File: src/rtl/pipe_hazard_ctrl.sv
// Hazard/stall sequencer for the 4-stage IF/ID/EXE/WB pipe: RAW detection against a
// two-entry shadow scoreboard (EXE, WB) and a hold FSM for the multi-cycle multiply.
module pipe_hazard_ctrl #(
    parameter int         ASIZE   = 5,
    parameter int         MUL_LAT = 4,
    parameter logic [2:0] MUL_OP  = 3'd7
) (
    input  logic             clk,
    input  logic             rst,
    input  logic             id_valid,
    input  logic [ASIZE-1:0] id_raddr1,
    input  logic [ASIZE-1:0] id_raddr2,
    input  logic             id_uses_r2,
    input  logic [ASIZE-1:0] id_waddr,
    input  logic [2:0]       id_aluop,
    output logic             pc_stall,
    output logic             ifid_stall,
    output logic             idexe_bubble,
    output logic             idexe_hold,
    output logic             exewb_bubble,
    output logic             exe_busy,
    output logic [15:0]      stall_cycles
);

    localparam int CW = (MUL_LAT > 1) ? $clog2(MUL_LAT) : 1;

    typedef enum logic {RUN, BUSY} state_e;

    state_e           state_q, state_d;
    logic [CW-1:0]    cnt_q, cnt_d;
    logic             ex_v_q, ex_v_d, wb_v_q, wb_v_d;
    logic [ASIZE-1:0] ex_waddr_q, ex_waddr_d, wb_waddr_q, wb_waddr_d;
    logic [15:0]      stall_q, stall_d;
    logic             m1, m2, raw;

    // No write-to-read bypass in the register file, so a match in WB still blocks.
    assign m1  = (id_raddr1 != '0) && ((ex_v_q && id_raddr1 == ex_waddr_q) ||
                                        (wb_v_q && id_raddr1 == wb_waddr_q));
    assign m2  = (id_raddr2 != '0) && ((ex_v_q && id_raddr2 == ex_waddr_q) ||
                                        (wb_v_q && id_raddr2 == wb_waddr_q));
    assign raw = id_valid && (m1 || (id_uses_r2 && m2));

    always_ff @(posedge clk) begin
        if (rst) begin
            state_q    <= RUN;
            cnt_q      <= '0;
            ex_v_q     <= 1'b0;
            ex_waddr_q <= '0;
            wb_v_q     <= 1'b0;
            wb_waddr_q <= '0;
            stall_q    <= '0;
        end else begin
            state_q    <= state_d;
            cnt_q      <= cnt_d;
            ex_v_q     <= ex_v_d;
            ex_waddr_q <= ex_waddr_d;
            wb_v_q     <= wb_v_d;
            wb_waddr_q <= wb_waddr_d;
            stall_q    <= stall_d;
        end
    end

    always_comb begin
        state_d    = state_q;
        cnt_d      = cnt_q;
        ex_v_d     = ex_v_q;
        ex_waddr_d = ex_waddr_q;
        wb_v_d     = wb_v_q;
        wb_waddr_d = wb_waddr_q;
        case (state_q)
            RUN: begin
                wb_v_d     = ex_v_q;
                wb_waddr_d = ex_waddr_q;
                if (raw) begin
                    ex_v_d = 1'b0;
                end else begin
                    ex_v_d     = id_valid && (id_waddr != '0);
                    ex_waddr_d = id_waddr;
                    if (id_valid && id_aluop == MUL_OP && MUL_LAT > 1) begin
                        state_d = BUSY;
                        cnt_d   = CW'(MUL_LAT - 1);
                    end
                end
            end
            BUSY: begin
                // Multiply stays parked in EXE; WB drains to a bubble.
                wb_v_d = 1'b0;
                cnt_d  = cnt_q - CW'(1);
                if (cnt_q == CW'(1)) state_d = RUN;
            end
            default: state_d = RUN;
        endcase
    end

    always_comb begin
        pc_stall     = 1'b0;
        ifid_stall   = 1'b0;
        idexe_bubble = 1'b0;
        idexe_hold   = 1'b0;
        exewb_bubble = 1'b0;
        exe_busy     = 1'b0;
        if (state_q == BUSY) begin
            pc_stall     = 1'b1;
            ifid_stall   = 1'b1;
            idexe_hold   = 1'b1;
            exewb_bubble = 1'b1;
            exe_busy     = 1'b1;
        end else if (raw) begin
            pc_stall     = 1'b1;
            ifid_stall   = 1'b1;
            idexe_bubble = 1'b1;
        end
    end

    assign stall_d      = (pc_stall && stall_q != 16'hFFFF) ? stall_q + 16'd1 : stall_q;
    assign stall_cycles = stall_q;

endmodule

File: config.mk
export PLATFORM = sky130hd
export DESIGN_NAME = pipe_hazard_ctrl
export DESIGN_NICKNAME = d
export VERILOG_FILES = /design/src/rtl/pipe_hazard_ctrl.sv
export SDC_FILE = /design/constraint.sdc
export NUM_CORES = 1
export LEC_CHECK = 0
export BUFFER_PORTS_ARGS = -buffer_cell sky130_fd_sc_hd__buf_2
export CAP_MARGIN = 20
export CORE_UTILIZATION = 60
export DETAILED_ROUTE_END_ITERATION = 7
export PLACE_DENSITY = 0.95
export SLEW_MARGIN = 20
export SYNTH_ARGS = -nofsm -noshare
export SYNTH_HDL_FRONTEND = slang
export SYNTH_SLANG_ARGS = --single-unit
File: constraint.sdc
create_clock -name clk -period 5.55 [get_ports clk]
set_input_delay 1.11 -clock clk [delete_from_list [all_inputs] [get_ports clk]]
set_output_delay 1.11 -clock clk [all_outputs]
set_load 0.02 [all_outputs]
Word level (Yosys, flattened, before mapping)
Index checks and enable logic that the tools add are counted.

word-level totals
  register bits = 31
  input port bits = 22
  output and inout port bits = 22
  word-level logic and storage cells = 52

cells by class
  $add $sub $neg = 2
  eq/ne operators = 9
  muxes and demuxes = 13
  bitwise logic cells = 2
  reduce and logical (&&, ||, !) cells = 19

operator list
  operator               number
  $eq 5x5->1             4
  $add 16x1->16 const B  1
  $ne 16x16->1 const B   1
  $reduce_bool 5->1      3
  $logic_and 1x1->1      11
  $mux 1                 8
  $mux 2                 2
  $ne 2x2->1 const B     2
  $pmux 1 s2             2
  $pmux 2 s2             1
  $reduce_and 2->1       2
  $eq 3x3->1 const B     1
  $logic_or 1x1->1       3
  $eq 2x1->1 const B     1
  $not 1->1              2
  $sub 2x1->2 const B    1

Depth between registers and ports, before layout
  depth after elaboration = 10
  depth in mapped cells = 7
  depth with buffers taken out = 6

Worst setup path before layout
No wires, ideal clock.

  path kind = input to output
  from = in id_raddr1[1]
  to = out pc_stall
  arrival = 2466 ps
  required time = 4440 ps
  slack = 1974 ps
  stages on the path = 6
  buffers on the path = 1
  cells stage by stage = xor2_1 > nor4_1 > a32oi_2 > o221ai_1 > and2_1 > buf_4

on the way
  cells in the longest elaborated chain, start to end = 8
  elaborated cells between the ends (all ways) = 11
  those cells by class = eq/ne (2); mux (2); reduce/logical (7)

ends and longest elaborated chain
  element                                      line    text
  start: declaration                           11      input logic [ASIZE-1:0] id_raddr1,
  $eq 5x5->1, on equally long branches         37, 38
  $logic_and 1x1->1, on equally long branches  37, 38
  $logic_or 1x1->1                             37      assign m1 = (id_raddr1 != '0) && ((ex_v_q && id_raddr1 == ex_waddr_q) ||
  $logic_and 1x1->1 (*)                        37
  $logic_or 1x1->1 (*)                         41      assign raw = id_valid && (m1 || (id_uses_r2 && m2));
  $logic_and 1x1->1 (*)                        41
  $mux 1 (*) (2 in series)                     -
  end: declaration                             16      output logic pc_stall,

Mark *: on every way between the ends. The rest lies on a longest branch, timed or not.

Worst setup path after layout
  from = in id_raddr2[4]
  to = out idexe_bubble

on the way
  cells in the longest elaborated chain, start to end = 9
  elaborated cells between the ends (all ways) = 12
  those cells by class = eq/ne (2); mux (2); reduce/logical (8)

ends and longest elaborated chain
  element                                      line    text
  start: declaration                           12      input logic [ASIZE-1:0] id_raddr2,
  $eq 5x5->1, on equally long branches         39, 40
  $logic_and 1x1->1, on equally long branches  39, 40
  $logic_or 1x1->1                             39      assign m2 = (id_raddr2 != '0) && ((ex_v_q && id_raddr2 == ex_waddr_q) ||
  $logic_and 1x1->1 (*)                        39
  $logic_and 1x1->1 (*)                        41
  $logic_or 1x1->1 (*)                         41
  $logic_and 1x1->1 (*)                        41
  $mux 1 (*)                                   108     end else if (raw) begin
  $mux 1 (*)                                   102     if (state_q == BUSY) begin
  end: declaration                             18      output logic idexe_bubble,

Marked as above.

==> impl_metrics.csv <==
group,metric,value,unit
routing,post_drt_via_cell_ratio,6.276,
routing,post-route-drc-count,0,
timing,fmax,0.2605,GHz
timing,setup_violations,0,
power_and_ir_drop,peakVddDrop,0.0001714,V
clock_tree,clkSlewWorstSetupHoldPaths,60,ps
timing,fin_crit,3838,ps
routing,wl,5.136,mm
synthesis,syn_avg_cell_area,9.175,um^2
timing,layout_setup_ws,1712,ps
clock_tree,cts_sinks,31,
setup_path,worstPathArrival,2730,ps
clock_tree,cts_resized,0,
die,core,3468,um^2
synthesis,synthTopCellsByArea,"dfxtp_1 (27%), o311ai_4 (10%), xor2_1 (6.2%)",
synthesis,synth_area,2257,um^2
synthesis,yosysTopAreaCellShare,27.49,%
place,place_area,2444,um^2
worst_hold_path,holdPathEnd,"cnt_q[0]",
setup_path,crit_type,"in -> out",
routing,drt-wirelength-per-cell,15.75,um
setup_path,crit_path_cell_trace,"buf_2 > xor2_1 > nor4_2 > a32oi_2 > o22ai_4 > and3_1 > buf_2",
timing,fin_setup_tns,0,ps
synthesis,synth_common_cells,"dfxtp_1 (31), nand3_1 (20), a21oi_1 (18)",
synthesis,synth.most_common_cell,"dfxtp_1",
setup_path,reg2reg_to,"stall_cycles[0]",
routing,ant_nets,0,
die,ioPinCount,44,
synthesis,synthMuxAreaShare,3.825,%
clock_tree,worst_skew_pair.late_latency,280,ps
layout,syn_to_final_growth,12.14,%
synthesis,synthesis.nets,270,
layout,nets,304,
place,port_buffers,43,
setup_path,required,4440,ps
worst_hold_path,min_path_cells,1,
synthesis,synth_top_area_cell,"dfxtp_1",
place,place.gp.congestion,0.9513,
synthesis,synth_edf_count,0,
clock_tree,post_cts_buffers,0,
die,fp.dieArea,4011,um^2
setup_path,end_kind,"output port",
clock_tree,cts_buffers,5,
timing,fin_crit_sh,69.16,%
die,core.rowCount,21,
die,die_w,63.34,um
power_and_ir_drop,power_density,202.1,nW/um^2
routing,drt_first_iter_violations,144,
setup_path,reg2reg_from,"stall_cycles[6]",
synthesis,synth-compound-area-share,29.55,%
synthesis,yosysSeqAreaShare,27.49,%
timing,tightest_slew,782.4,ps
synthesis,yosys.area_share.simple,24.28,%
setup_path,cpPeakStageDelay,430,ps
setup_path,r2r_slack,3270,ps
setup_path,worstSetupStartpointType,"input port",
layout,antenna_cells,0,
routing,drtPass1Iterations,6,
clock_tree,htreeDepth,2,
setup_path,slowest_stage,"o22ai_4",
synthesis,async_flop_share,0,%
synthesis,synth_cell_type_count,58,
setup_path,cp_common_cell,"buf_2",
grt,grt_max_degree,51,
synthesis,synth_top_family_by_area,"compound AO/OA/AOI/OAI gates",
synthesis,yosys_warnings,0,
die,die_h,63.34,um
layout,drive_above_1_share,26.79,%
timing,finalHoldViolCount,0,
worst_hold_path,worst_hold_startpoint,"cnt_q[0]",
run,maxCapViolCount,0,
synthesis,syn_inst,246,
synthesis,synth_top_flop_cell,"dfxtp_1",
layout,ff_latch_area,620.6,um^2
grt,antenna_found_initial,0,
layout,multiInputGateArea,1501,um^2
place,place_ws,1727,ps
power_and_ir_drop,leakage,0.001033,uW
timing,slew_viol_final,0,
clock_tree,cts.path.max_buffers,2,
setup_path,path_max_fanout,17,
timing,skew,3.728,ps
worst_hold_path,hold_class,"reg -> reg",
grt,grt_pass1_vias,1881,
layout,design_area,2531,um^2
synthesis,synth_seq_cells,31,
timing,maxSlewHeadroom,47.84,%
synthesis,synthAdderAreaFrac,1.109,%
layout,fill_cells,267,
grt,grt_overflow_total,0,
grt,grtUsageTotal,27.86,%
routing,vias,2046,
place,dpl.hpwl,3.636,mm
die,start_util,65.08,%
grt,grt_pass1_wl,8.797,mm
power_and_ir_drop,p_total,511.6,uW
synthesis,synth-xor-area-share,7.761,%
clock_tree,cts_hold_buf,0,
timing,rsz0062_at_grt,"false",
setup_path,r2r_cells,6,
clock_tree,cts_tree,"done",
clock_tree,cts_root_buf,"clkbuf_8",
run_status,status,"finished, final reports clean",
-- layout make-up --
cell class              count  share of cell area (%)
clock inverters             1                  0.1977
multi-input cells         189                   59.32
repair buffers             46                   9.392
well taps                  46                   2.274
inverters                   7                   1.038
clock buffers               6                   3.262
flip-flops and latches     31                   24.52
-- state kept, by name, indices dropped and copies added (netlist names) --
name          cells
wb_waddr_q        5
stall_cycles     16
ex_v_q            1
state_q           1
wb_v_q            1
ex_waddr_q        5
cnt_q             2
-- logic make-up after synthesis --
logic type | count (synthesis)
adders and majority gates | 2
AOI/OAI and AO/OA | 62
muxes | 8
xor gates and xnor gates | 20
DFF | 31
buffers and inverters | 26
and+or+nand+nor | 97
-- worst max-delay path, delay by kind of cell --
kind / cells / cell delay [ps]
compound gates: 2 / 640
xor+xnor: 1 / 150
buf+inv: 2 / 280
simple gates: 2 / 540
-- layer usage --
layer	vias to the layer above	part of all wire (%)	global-route usage (%)	wire length [um]
li1	990	-	-	-
met3	12	5.9	6.341	304
met1	970	44	36.05	2285
met2	74	47	44.15	2434
met5	-	0	0	0
met4	0	2.2	11.65	111
-- worst max path at each step --
stage               cells after the start      endpoint    startpoint
floorplan                               6      pc_stall  id_raddr1[1]
global placement                        7  idexe_bubble  id_raddr1[1]
detailed placement                      7  idexe_bubble  id_raddr2[4]
CTS                                     7  idexe_bubble  id_raddr2[4]
global route                            7  idexe_bubble  id_raddr1[1]
finish                                  7  idexe_bubble  id_raddr2[4]
-- placed cells by master (no fill, tap or decap), drive strengths merged, types with 4 or more instances in the layout --
cell type / synthesis / layout
a21oi: 18 / 18
nand4: 4 / 4
xnor2: 4 / 4
inv: 7 / 7
a21bo: 5 / 5
and3: 4 / 4
clkbuf: 7 / 6
nor4: 10 / 10
nor2: 14 / 14
nand2: 9 / 9
xor2: 16 / 16
buf: 12 / 46
nor2b: 4 / 4
and2: 4 / 4
nand3: 20 / 20
dfxtp: 31 / 31
o311ai: 10 / 10
nand2b: 12 / 12
nor3: 6 / 6
mux2i: 6 / 6
-- stage by stage --
step | utilization [%] | hold WS (ps) | std cells
after CTS | 72.98 | 532.1 | 326
after global placement | 70.45 | 459.6 | 319
after detailed placement | 70.45 | 507.9 | 319
after global routing | 72.98 | 545.7 | 326
after floorplan | - | 449.0 | 246
final | 72.98 | 522.1 | 326
-- power breakdown --
part | internal (uW) | switching [uW] | total, uW
clock network | 97.1 | 81.4 | 179
registers | 233 | 15.6 | 249
logic | 36.3 | 48.3 | 84.6
No activity file was read; power rests on OpenSTA's default activity.
